## config.mk

```make
export PLATFORM = sky130hd
export DESIGN_NAME = pipelined_rca
export DESIGN_NICKNAME = d
export VERILOG_FILES = /design/src/rtl/pipelined_rca.sv
export SDC_FILE = /design/constraint.sdc
export NUM_CORES = 1
export LEC_CHECK = 0
export CAP_MARGIN = 40
export CORE_MARGIN = 3
export CORE_UTILIZATION = 30
export DETAILED_ROUTE_END_ITERATION = 7
export SLEW_MARGIN = 20
export SYNTH_ARGS = -nofsm -noshare
export SYNTH_HDL_FRONTEND = slang
export SYNTH_SLANG_ARGS = --single-unit
```

## constraint.sdc

```tcl
create_clock -name clk -period 2.33 [get_ports clk]
set_input_delay 0.233 -clock clk [delete_from_list [all_inputs] [get_ports clk]]
set_output_delay 0.233 -clock clk [all_outputs]
set_load 0.02 [all_outputs]
```

## src/rtl/pipelined_rca.sv

```systemverilog
// pipelined_rca: WIDTH-bit a+b+cin, carry chain cut into CHUNK-bit registered ripple segments.
// Define PIPE_RCA_OVF_EN to add the signed-overflow output ovf.
module pipelined_rca #(
  parameter int WIDTH = 16,
  parameter int CHUNK = 4
) (
  input  logic             clk,
  input  logic             rst_n,
  input  logic             in_valid,
  output logic             in_ready,
  input  logic [WIDTH-1:0] a,
  input  logic [WIDTH-1:0] b,
  input  logic             cin,
  output logic             out_valid,
  input  logic             out_ready,
  output logic [WIDTH-1:0] sum,
`ifdef PIPE_RCA_OVF_EN
  output logic             cout,
  output logic             ovf
`else
  output logic             cout
`endif
);

  localparam int STAGES = WIDTH / CHUNK;

  logic w_adv;

  if ((CHUNK < 1) || (WIDTH % CHUNK != 0)) begin : g_bad_cfg
    $error("pipelined_rca: WIDTH must be a multiple of CHUNK");
  end

  // Stage k keeps only the operand bits still to be added and the sum bits already made.
  for (genvar k = 0; k < STAGES; k++) begin : g_stg
    localparam int LO = k * CHUNK;
    localparam int AW = WIDTH - LO;
    localparam int SW = LO + CHUNK;

    logic [AW-1:0]    w_a;
    logic [AW-1:0]    w_b;
    logic             w_ci;
    logic             w_vi;
    logic [CHUNK:0]   w_c;
    logic [CHUNK-1:0] w_s;
    logic [SW-1:0]    w_s_nxt;
    logic [SW-1:0]    r_s;
    logic             r_c;
    logic             r_v;

    if (k == 0) begin : g_head
      assign w_a     = a;
      assign w_b     = b;
      assign w_ci    = cin;
      assign w_vi    = in_valid;
      assign w_s_nxt = w_s;
    end else begin : g_skew
      logic [AW-1:0] r_a;
      logic [AW-1:0] r_b;

      always_ff @(posedge clk or negedge rst_n) begin
        if (!rst_n) begin
          r_a <= '0;
          r_b <= '0;
        end else if (w_adv) begin
          r_a <= g_stg[k-1].w_a[AW+CHUNK-1:CHUNK];
          r_b <= g_stg[k-1].w_b[AW+CHUNK-1:CHUNK];
        end
      end

      assign w_a     = r_a;
      assign w_b     = r_b;
      assign w_ci    = g_stg[k-1].r_c;
      assign w_vi    = g_stg[k-1].r_v;
      assign w_s_nxt = {w_s, g_stg[k-1].r_s};
    end

    always_comb begin
      w_c    = '0;
      w_s    = '0;
      w_c[0] = w_ci;
      for (int i = 0; i < CHUNK; i++) begin
        w_s[i]   = w_a[i] ^ w_b[i] ^ w_c[i];
        w_c[i+1] = (w_a[i] & w_b[i]) |
                   (w_c[i] & (w_a[i] ^ w_b[i]));
      end
    end

    always_ff @(posedge clk or negedge rst_n) begin
      if (!rst_n) begin
        r_s <= '0;
        r_c <= 1'b0;
        r_v <= 1'b0;
      end else if (w_adv) begin
        r_s <= w_s_nxt;
        r_c <= w_c[CHUNK];
        r_v <= w_vi;
      end
    end
  end

  assign out_valid = g_stg[STAGES-1].r_v;
  assign sum       = g_stg[STAGES-1].r_s;
  assign cout      = g_stg[STAGES-1].r_c;
  assign w_adv     = !out_valid || out_ready;
  assign in_ready  = w_adv;

`ifdef PIPE_RCA_OVF_EN
  logic r_ovf;

  always_ff @(posedge clk or negedge rst_n) begin
    if (!rst_n) begin
      r_ovf <= 1'b0;
    end else if (w_adv) begin
      r_ovf <= g_stg[STAGES-1].w_c[CHUNK-1] ^ g_stg[STAGES-1].w_c[CHUNK];
    end
  end

  assign ovf = r_ovf;
`endif

endmodule

```

# Yosys cells after proc, flatten, opt, wreduce, memory -nomap -nowiden
# Cells that the tools add are included.
# totals
regBits,96
inputBits,37
output_inout_bits,19
# op_classes
n_bitwise,80
n_reduce_logical,2
# ops
cell,count
AND 1 bit,32
XOR 1 bit,32
bitwise OR 1 bit,16
zero test 1 bit,1
logical OR 1 bit,1

# Longest topological paths before layout
# depth
word_depth,9
depth_mapped,8

# Worst setup path before layout
# Ideal clock, no wire load.
# synth_path
kind,reg-to-reg
startpoint,register g_stg[1].r_c
endpoint,register g_stg[2].r_s[11]
setup_ns,0.077
t_arrival_ns,1.922
t_required_ns,2.253
setup_slack_ns,0.330
stages_incl_launch_ff,9
path_cell_list,dfrtp_1 inv_1 fa_1 inv_1 fa_1 fa_1 inv_1 fa_1 a21oi_1
# synth_between
elab_chain_len,7
# synth_lines
element,line_no,rtl
start: declaration,47,logic r_c;
start signal: assignment,95,r_c <= w_c[CHUNK];
AND 1 bit,84,(w_c[i] & (w_a[i] ^ w_b[i]));
bitwise OR 1 bit,83,w_c[i+1] = (w_a[i] & w_b[i]) |
AND 1 bit,84,
bitwise OR 1 bit,83,
AND 1 bit,84,
bitwise OR 1 bit,83,
XOR 1 bit,82,w_s[i] = w_a[i] ^ w_b[i] ^ w_c[i];
end signal: assignment,94,r_s <= w_s_nxt;
end: declaration,46,logic [SW-1:0] r_s;
# Every way passes these cells.
# A chain may end at the register's enable or synchronous reset.

# Worst setup path in the final report
# Ends and elaborated chain as after synthesis.

==> impl_metrics.ini <==
[timing]
fin_worst_skew_ns = 0.00687
min_period_ns = 2.12
relSlewSlack_pct = 65.0
slew_violations = 0
tightest_slew_ns = 0.526
finalCritPeriodShare_pct = 91.0
setup_violations = 0
rsz0062_at_grt = no
timing.final.ws_setup_ns = 0.210
max_freq_mhz = 472
hold_violations = 0

[clock_network]
cts-root-buf = clkbuf_16
cts_resized = 0
numCtsBuffers = 9
clockBufferDepth = 2
htreeDepth = 3
clock_latency_ns = 0.34
post_cts_buffers = 0
cts_tree = built
cts_hold_buf = 1
clkSinkCount = 96
clk_pin_slew_ns = 0.06

[setup_path]
crit_type = flop to flop
cp_cell_sequence = inv_1 -> fa_1 -> inv_1 -> fa_1 -> fa_1 -> inv_1 -> fa_1 -> a21oi_1
r2r_start = g_stg[1].r_c
worst_ep_arrival_time_ns = 2.39
required_ns = 2.60
cp_max_fo = 2
endpoint_kind = flop
startpoint_type = flop
rrSetupSlack_ns = 0.21
cp_slowest_cell = fa_1
cp_common_cell = fa_1
startpoint = g_stg[1].r_c
slowest_delay_ns = 0.41

[detailed_routing]
firstDrtPassIters = 3
wirelength_um = 6480
detail_route.wl_per_cell_um = 13.1
vias = 2103
viasPerCell = 4.25
postRouteAntennaNets = 0
drc = 0
drt-initial-drc-count = 145

[final_layout]
area_delta_synth_final_pct = 26.6
final_util_pct = 39.8
fillCellCount = 1202
drive_above_1_share_pct = 32.2
final_nets = 371
n_antenna_cell = 0

[grt]
grt.met3_usage_pct = 2.81
grt_pass1_wl_um = 11100
grt_use_met1_pct = 12.5
antenna_found_initial = 0
met2_usage_pct = 14.6
grt_pass1_vias = 2282
globalRouteOverflowTotal = 0
grt_max_degree = 49
busiest_layer = met2
grt_usage_pct = 9.75

[job]
max_cap_viol_count = 0

[synth]
synth_top_area_share_pct = 58.9
async_flop_share_pct = 100
synth_edf_count = 0
synth-seq-cells = 96
netlist_instances = 258
syn_area_mm2 = 0.00408
ys_warn_count = 0
synth_ff_type = dfrtp_1
synth_common_cells = dfrtp_1 (96), mux2_2 (68), inv_1 (28)
syn_avg_cell_area_um2 = 15.8
synth_most_common_cell = dfrtp_1
synth_nets = 311
ys_seq_area_share_pct = 58.9
synthTopCellsByArea = dfrtp_1 (59%), mux2_2 (19%), fa_1 (7.9%)
synth_largest_area_cell = dfrtp_1
post_synth_num_cell_types = 12

[pwr]
vdd_drop_max_mv = 0.389
power_density_mw_per_mm2 = 1290
leakagePower_nw = 2.26

[floorplan]
core_area_mm2 = 0.0130
die_h_um = 123
io_pins = 56
dieArea_mm2 = 0.0150
start_util_pct = 31.4
die_width_um = 123
core.rowCount = 41

[min_path]
worstHoldPathType = primary input to asynchronous set/reset pin

[run_status]
status = complete, no violations

[placed_design]
place_congestion = 0.704
io_buffers = 55
dp_hpwl_um = 4440
post-place-ws_ns = -0.112
[state kept, by name (all words and copies together) (netlist names)]
signal            flops
cout                  1
g_stg.g_skew.r_a     24
g_stg.g_skew.r_b     24
g_stg.r_c             3
g_stg.r_s            24
g_stg.r_v             3
out_valid             1
sum                  16
[metrics by stage]
stage	cells	hold WS (ns)	setup TNS, ns	instance area (um2)	total power, mW
after floorplan	258	-0.0626	0	4080	4.37
after global placement	478	0.0974	-0.0496	4820	5.10
after detailed placement	478	0.0969	-0.112	4820	5.16
after CTS	495	0.267	0	5160	6.83
after global routing	495	0.292	0	5160	7.19
final	495	0.279	0	5160	6.68
[cell families after synthesis]
family                     share of synthesized area, %
DFF                                                58.9
muxes                                              25.0
buffers and inverters                              4.97
adders and majority gates                          7.85
and+or+nand+nor                                    2.15
AOI/OAI and AO/OA                                  1.10
[cell type report]
| class | count | area [um2] | share of cell area, % |
|---|---|---|---|
| well taps | 172 | 215 | 4.17 |
| inverters | 28 | 105 | 2.04 |
| clock inverters | 2 | 60.1 | 1.16 |
| clock buffers | 14 | 274 | 5.31 |
| flip-flops and latches | 96 | 2400 | 46.5 |
| multi-input cells | 122 | 1470 | 28.5 |
| repair buffers | 61 | 633 | 12.3 |
[worst paths after layout]
kind	end	depth (start not counted)
worst max-delay path	g_stg[2].r_s[11]	8
worst min-delay path	sum[0]	2
worst max register to register	g_stg[2].r_s[11]	8
worst min register to register	out_valid	1
max in group asynchronous	g_stg[1].g_skew.r_a[6]	3
min in group clk	out_valid	1
[cells in the final DEF (no fill, tap or decap)]
master           synthesis  routed
a21oi_1                  9       9
buf_12                   0       3
buf_4                    0       3
bufinv_16                0       2
clkbuf_1                 0       2
clkbuf_16                0       9
clkbuf_8                 0       3
clkdlybuf4s50_1          0      54
dfrtp_1                 96      96
dlygate4sd3_1            0       1
fa_1                    16      16
inv_1                   28      28
mux2_2                  68      68
mux2_4                  15      15
mux2i_1                  3       3
nand2b_1                 1       1
nand2b_4                 1       1
nor3b_1                  9       9
[report_power, final]
| group | internal [mW] | switching, mW | leakage [nW] |
|---|---|---|---|
| clock network | 1.03 | 0.589 | 0.163 |
| registers | 2.40 | 0.395 | 1.11 |
| logic | 1.33 | 0.938 | 0.986 |
[routing by layer]
metal | wire, um | vias to the layer above
li1 | - | 981
met1 | 2990 | 1075
met2 | 3030 | 37
met3 | 294 | 10
met4 | 163 | 0
met5 | 0 | -
[worst max-delay path: cells and delay by family, from the launching register on]
kind | cells | cell delay, ns
AOI/OAI and AO/OA | 1 | 0.13
DFF | 1 | 0.36
adders and majority gates | 4 | 1.34
buffers and inverters | 3 | 0.21
(Power assumes the default switching activity.)
